$ cat src/rtl/bp_pkg.sv
// rtl/bp_pkg.sv - shared branch-predictor types: counter encodings, FSM states, saturating update
package bp_pkg;

    typedef enum logic [1:0] {
        SNT = 2'b00,
        WNT = 2'b01,
        WT  = 2'b10,
        ST  = 2'b11
    } ctr_t;

    typedef enum logic {
        S_INIT = 1'b0,
        S_RUN  = 1'b1
    } state_t;

    function automatic logic [1:0] sat_next(input logic [1:0] cur, input logic taken);
        logic [1:0] nxt;
        if (taken) begin
            nxt = (cur == ST) ? ST : cur + 2'd1;
        end else begin
            nxt = (cur == SNT) ? SNT : cur - 2'd1;
        end
        return nxt;
    endfunction

endpackage

$ cat src/rtl/pht_array.sv
// rtl/pht_array.sv - 2-bit counter storage: two combinational read ports, one synchronous write port
module pht_array #(
    parameter int IDX_W = 7
) (
    input  logic             clk,
    input  logic             we_i,
    input  logic [IDX_W-1:0] waddr_i,
    input  logic [1:0]       wdata_i,
    input  logic [IDX_W-1:0] raddr_a_i,
    output logic [1:0]       rdata_a_o,
    input  logic [IDX_W-1:0] raddr_b_i,
    output logic [1:0]       rdata_b_o
);

    logic [1:0] mem_q [0:(1<<IDX_W)-1];

    // No reset here: contents are established by the owner's INIT sweep.
    always_ff @(posedge clk) begin
        if (we_i) begin
            mem_q[waddr_i] <= wdata_i;
        end
    end

    assign rdata_a_o = mem_q[raddr_a_i];
    assign rdata_b_o = mem_q[raddr_b_i];

endmodule

$ cat src/rtl/pht_update_unit.sv
// rtl/pht_update_unit.sv - gshare PHT with two-stage update pipeline, bypassing and INIT sweep
module pht_update_unit
    import bp_pkg::*;
#(
    parameter int PHT_IDX_W = 7
) (
    input  logic                 clk,
    input  logic                 rst,
    input  logic                 pred_valid,
    input  logic [31:0]          pred_pc,
    output logic                 pred_taken,
    output logic [PHT_IDX_W-1:0] pred_index,
    input  logic                 upd_valid,
    input  logic [PHT_IDX_W-1:0] upd_index,
    input  logic                 upd_taken,
    output logic                 init_busy
);

    localparam logic [PHT_IDX_W-1:0] LAST_IDX = '1;

    state_t               state_q;
    logic [PHT_IDX_W-1:0] init_cnt_q;
    logic [PHT_IDX_W-1:0] ghr_q;
    logic                 pred_taken_q;
    logic [PHT_IDX_W-1:0] pred_index_q;
    logic                 init_busy_q;
    logic                 u2_valid_q;
    logic [PHT_IDX_W-1:0] u2_idx_q;
    logic [1:0]           u2_ctr_q;

    logic                 run;
    logic [PHT_IDX_W-1:0] lookup_idx;
    logic [1:0]           lk_rd, u1_rd, lk_ctr, u1_old;
    logic                 we;
    logic [PHT_IDX_W-1:0] waddr;
    logic [1:0]           wdata;
    logic                 unused_bits;

    assign run        = (state_q == S_RUN);
    assign lookup_idx = pred_pc[PHT_IDX_W+1:2] ^ ghr_q;

    // The U2 write has not landed yet, so both readers take it from the pipeline register.
    assign u1_old = (u2_valid_q && (u2_idx_q == upd_index))  ? u2_ctr_q : u1_rd;
    assign lk_ctr = (u2_valid_q && (u2_idx_q == lookup_idx)) ? u2_ctr_q : lk_rd;

    // Reset suppresses any write, dropping a pending U2 update.
    assign we    = !rst && (run ? u2_valid_q : 1'b1);
    assign waddr = run ? u2_idx_q : init_cnt_q;
    assign wdata = run ? u2_ctr_q : WNT;

    assign unused_bits = ^{pred_pc[31:PHT_IDX_W+2], pred_pc[1:0], lk_ctr[0]};

    pht_array #(.IDX_W(PHT_IDX_W)) u_pht_array (
        .clk       (clk),
        .we_i      (we),
        .waddr_i   (waddr),
        .wdata_i   (wdata),
        .raddr_a_i (lookup_idx),
        .rdata_a_o (lk_rd),
        .raddr_b_i (upd_index),
        .rdata_b_o (u1_rd)
    );

    always_ff @(posedge clk) begin
        if (rst) begin
            state_q      <= S_INIT;
            init_cnt_q   <= '0;
            ghr_q        <= '0;
            pred_taken_q <= 1'b0;
            pred_index_q <= '0;
            init_busy_q  <= 1'b1;
            u2_valid_q   <= 1'b0;
            u2_idx_q     <= '0;
            u2_ctr_q     <= '0;
        end else begin
            case (state_q)
                S_INIT: begin
                    init_cnt_q   <= init_cnt_q + 1'b1;
                    pred_taken_q <= 1'b0;
                    u2_valid_q   <= 1'b0;
                    if (init_cnt_q == LAST_IDX) begin
                        state_q     <= S_RUN;
                        init_busy_q <= 1'b0;
                    end
                end
                S_RUN: begin
                    u2_valid_q <= upd_valid;
                    if (upd_valid) begin
                        u2_idx_q <= upd_index;
                        u2_ctr_q <= sat_next(u1_old, upd_taken);
                        ghr_q    <= {ghr_q[PHT_IDX_W-2:0], upd_taken};
                    end
                    if (pred_valid) begin
                        pred_taken_q <= lk_ctr[1];
                        pred_index_q <= lookup_idx;
                    end
                end
                default: state_q <= S_INIT;
            endcase
        end
    end

    assign pred_taken = pred_taken_q;
    assign pred_index = pred_index_q;
    assign init_busy  = init_busy_q;

endmodule

$ cat config.mk
export PLATFORM = sky130hd
export DESIGN_NAME = pht_update_unit
export DESIGN_NICKNAME = d
export VERILOG_FILES = /design/src/rtl/bp_pkg.sv /design/src/rtl/pht_array.sv /design/src/rtl/pht_update_unit.sv
export SDC_FILE = /design/constraint.sdc
export NUM_CORES = 1
export LEC_CHECK = 0
export ABC_AREA = 1
export ABC_CLOCK_PERIOD_IN_PS = 6500
export CAP_MARGIN = 15
export CORE_MARGIN = 2
export CORE_UTILIZATION = 50
export CTS_CLUSTER_DIAMETER = 40
export DETAILED_ROUTE_END_ITERATION = 8
export DONT_BUFFER_PORTS = 1
export GPL_TIMING_DRIVEN = 0
export SYNTH_ARGS = -nofsm -noshare
export SYNTH_HDL_FRONTEND = slang
export SYNTH_SLANG_ARGS = --single-unit
$ cat constraint.sdc
create_clock -name clk -period 6.5 [get_ports clk]
set_clock_uncertainty 0.05 [all_clocks]
set_input_delay 0.65 -clock clk [delete_from_list [all_inputs] [get_ports clk]]
set_output_delay 0.65 -clock clk [all_outputs]
set_load 0.005 [all_outputs]
==> impl_metrics.py <==
metrics = {
    "cts": {
        "clock_sinks": 290,
        "cts_buffers": 46,
        "post-cts-setup-buffers": 0,
        "ctsHoldBuffers": 0,
        "cts_root_buf": "clkbuf_16",
        "clkTransAtPathRegs_ns": 0.06,
        "clock_path_buffers": 3,
        "htree_num_levels": 2,
        "cts_resized": 0,
        "clkLatencyLatePin_ns": 0.56,
        "cts_tree": "done",
    },
    "floorplan": {
        "std_cell_rows": 61,
        "die_h_um": 171,
        "io_pins": 53,
        "die_area_um2": 29300,
        "die_width_um": 171,
        "initial_core_util_pct": 50.6,
        "coreArea_um2": 27600,
    },
    "pwr": {
        "powerDensity_nw_per_um2": 298,
        "pwr-share-clk_pct": 50.2,
        "p_leak_nw": 5.98,
        "power_frac_seq_pct": 42.1,
        "combPwrFrac_pct": 7.7,
        "switching_share_pct": 25.5,
        "switchingPower_mw": 1.22,
        "intPower_mw": 3.55,
        "ir_drop_mv": 0.191,
    },
    "final_layout": {
        "nets": 1634,
        "diodes": 0,
        "area_growth_pct": 14.5,
        "layout-drive-gt1-share_pct": 9.65,
        "nFillCells": 2489,
        "finalNonFillerCells": 2005,
    },
    "drt": {
        "drt_wl_total_um": 53500,
        "drt_first_iter_violations": 2021,
        "drc_errors": 0,
        "dr.pass1.iters": 7,
        "avgViaCountPerCell": 6.25,
        "post_drt_wl_per_cell_um": 26.7,
        "antenna_left": 0,
        "vias": 12500,
    },
    "timing": {
        "fmaxAchievable_ghz": 0.330,
        "fin_crit_sh_pct": 46.7,
        "slew_violations": 0,
        "setup_viol": 0,
        "hold_viol_final": 0,
        "tns_ns": 0,
        "tightest_slew_ns": 1.16,
        "post-route-min-period_ns": 3.03,
        "grt_setup_unrepaired": "no",
        "max_slew_margin_pct": 22.5,
    },
    "grt": {
        "grt_max_degree": 72,
        "grt_pass1_vias": 11700,
        "grtUsageTotal_pct": 36.9,
        "globalRouteOverflowTotal": 0,
        "grt_pass1_wl_um": 76400,
        "antenna_found_initial": 0,
    },
    "critical_path": {
        "path_max_fanout": 10,
        "r2r_slack_ns": 3.47,
        "worstPathRequired_ns": 6.69,
        "criticalPathCategory": "reg2reg",
        "end_kind": "flop",
        "arrival_ns": 3.22,
        "startpoint_type": "flop",
    },
    "logic_synthesis": {
        "yosysSeqAreaShare_pct": 59.9,
        "syn-num-nets": 1584,
        "synth_seq_cells": 290,
        "syn_inst": 1539,
        "postSynthAreaPerCell_um2": 9.08,
        "yosysWarnings": 0,
        "netlist_area_um2": 14000,
        "synth.distinct_cells": 32,
    },
    "run_status": {
        "outcome": "finished, final reports clean",
    },
    "placed_design": {
        "dp.cells": 1919,
        "place_hpwl_um": 34100,
        "numPortBuffers": 0,
        "gp_congestion": 0.979,
    },
    "min_path": {
        "hp-class": "in2reg",
    },
    "job": {
        "max_cap_violations": 0,
    },
}
## synth_stat cells
master | count | area share [%]
nand3_1 | 370 | 13
ha_1 | 1 | 0.090
inv_1 | 47 | 1.3
xnor2_4 | 1 | 0.20
nand2_1 | 480 | 13
clkinv_1 | 2 | 0.054
nor3b_1 | 1 | 0.054
edfxtp_1 | 256 | 55
a21oi_1 | 34 | 1.2
inv_4 | 1 | 0.045
clkbuf_1 | 24 | 0.65
a221oi_1 | 1 | 0.063
inv_2 | 3 | 0.081
xor2_1 | 6 | 0.38
o21ai_1 | 2 | 0.072
buf_4 | 13 | 0.70
buf_1 | 1 | 0.027
nor2_1 | 156 | 4.2
or2_2 | 2 | 0.090
buf_6 | 14 | 1.1
xnor2_1 | 3 | 0.19
nor4_1 | 2 | 0.090
and3_1 | 1 | 0.045
nand3_2 | 1 | 0.072
buf_2 | 41 | 1.5
xnor2_2 | 1 | 0.12
buf_8 | 1 | 0.11
nor3_1 | 4 | 0.14
dfxtp_1 | 34 | 4.9
o22ai_1 | 5 | 0.22
o21ai_0 | 30 | 1.1
a2111oi_2 | 1 | 0.11
## worst max-delay path, cell delays in order, from the launching register on
cell	delay (ns)
dfxtp_1	0.37
inv_1	0.13
a21oi_1	0.49
inv_1	0.24
nor2_1	0.30
nand2_1	0.33
clkbuf_1	0.49
nor2_1	0.30
## through the flow
| step | total power [mW] | util [%] | worst slack, ns | area, µm² | hold WS (ns) |
|---|---|---|---|---|---|
| detailed placement | 2.38 | 52.5 | 3.41 | 14500 | 0.424 |
| finish | 4.76 | 57.9 | 3.47 | 16000 | 0.209 |
| global route | 4.85 | 57.9 | 3.44 | 16000 | 0.260 |
| CTS | 4.74 | 57.9 | 3.58 | 16000 | 0.205 |
| global placement | 2.38 | 52.3 | 1.90 | 14400 | 0.415 |
| floorplan | 2.24 | - | 3.87 | 14000 | 0.391 |
## path summary, 6_finish.rpt
kind                                  start                       end  cells after the start
worst max-delay path            u2_idx_q[0]  u_pht_array.mem_q[95][1]                      7
worst min-delay path             pred_valid                pred_taken                      3
worst max register to register  u2_idx_q[0]  u_pht_array.mem_q[95][1]                      7
worst min register to register    init_busy                 init_busy                      2
## power groups by stage
stage          sequential [mW]  combinational, mW  clock [mW]
6_report                  2.00              0.365        2.39
2_1_floorplan             2.04              0.202           0
3_3_place_gp              2.04              0.341           0
4_1_cts                   2.00              0.344        2.39
5_1_grt                   2.00              0.375        2.48
3_5_place_dp              2.04              0.342           0
## final cells by class
cell class | count | area [µm²] | share of cell area, %
flip-flops and latches | 290 | 8370 | 52.3
multi-input cells | 1102 | 4830 | 30.2
inverters | 53 | 204 | 1.27
plain buffers | 94 | 569 | 3.56
clock inverters | 34 | 310 | 1.94
clock buffers | 52 | 1190 | 7.42
repair buffers | 2 | 55.1 | 0.344
well taps | 378 | 473 | 2.96
## cell usage in the layout (no fill, tap or decap), types with 2 or more instances in the layout
cell type   Yosys  final
a21oi_1        34     34
buf_16          0      2
buf_2          41     41
buf_4          13     13
buf_6          14     14
bufinv_16       0      3
clkbuf_1       24     28
clkbuf_16       0     46
clkinv_1        2      9
clkinv_2        0      5
clkinv_4        0      3
clkinvlp_4      0      4
dfxtp_1        34     34
edfxtp_1      256    256
inv_1          47     46
inv_2           3      3
inv_4           1      2
inv_6           0     11
nand2_1       480    480
nand3_1       370    370
nor2_1        156    156
nor3_1          4      4
nor4_1          2      2
o21ai_0        30     30
o21ai_1         2      2
o22ai_1         5      5
xnor2_1         3      3
xor2_1          6      6
## cells by family (layout without fill, tap and decap cells)
logic type	count (synthesis)	count (layout)	synth area share, %
flip-flops	290	290	59.9
AO/OA/AOI/OAI	73	73	2.76
buffers and inverters	147	235	5.52
XOR/XNOR	11	11	0.878
AND/OR/NAND/NOR	1017	1017	30.8
adder cells (fa/ha/maj)	1	1	0.0896
## registers in the layout (all words and copies together) (netlist names)
register and count:
u_pht_array.mem_q 256, ghr_q 7, init_cnt_q 7, pred_index 7, u2_idx_q 7, u2_ctr_q 2, init_busy 1, pred_taken 1
run 1, u2_valid_q 1
## metal layers
metal  part of all wire [%]  GRT usage [%]  wire (µm)
met1                     38           49.8      20500
met2                     42           53.5      22200
met3                     14           10.5       7640
met4                    5.8           20.4       3110
met5                      0              0          0
No activity file was read; power rests on OpenSTA's default activity.
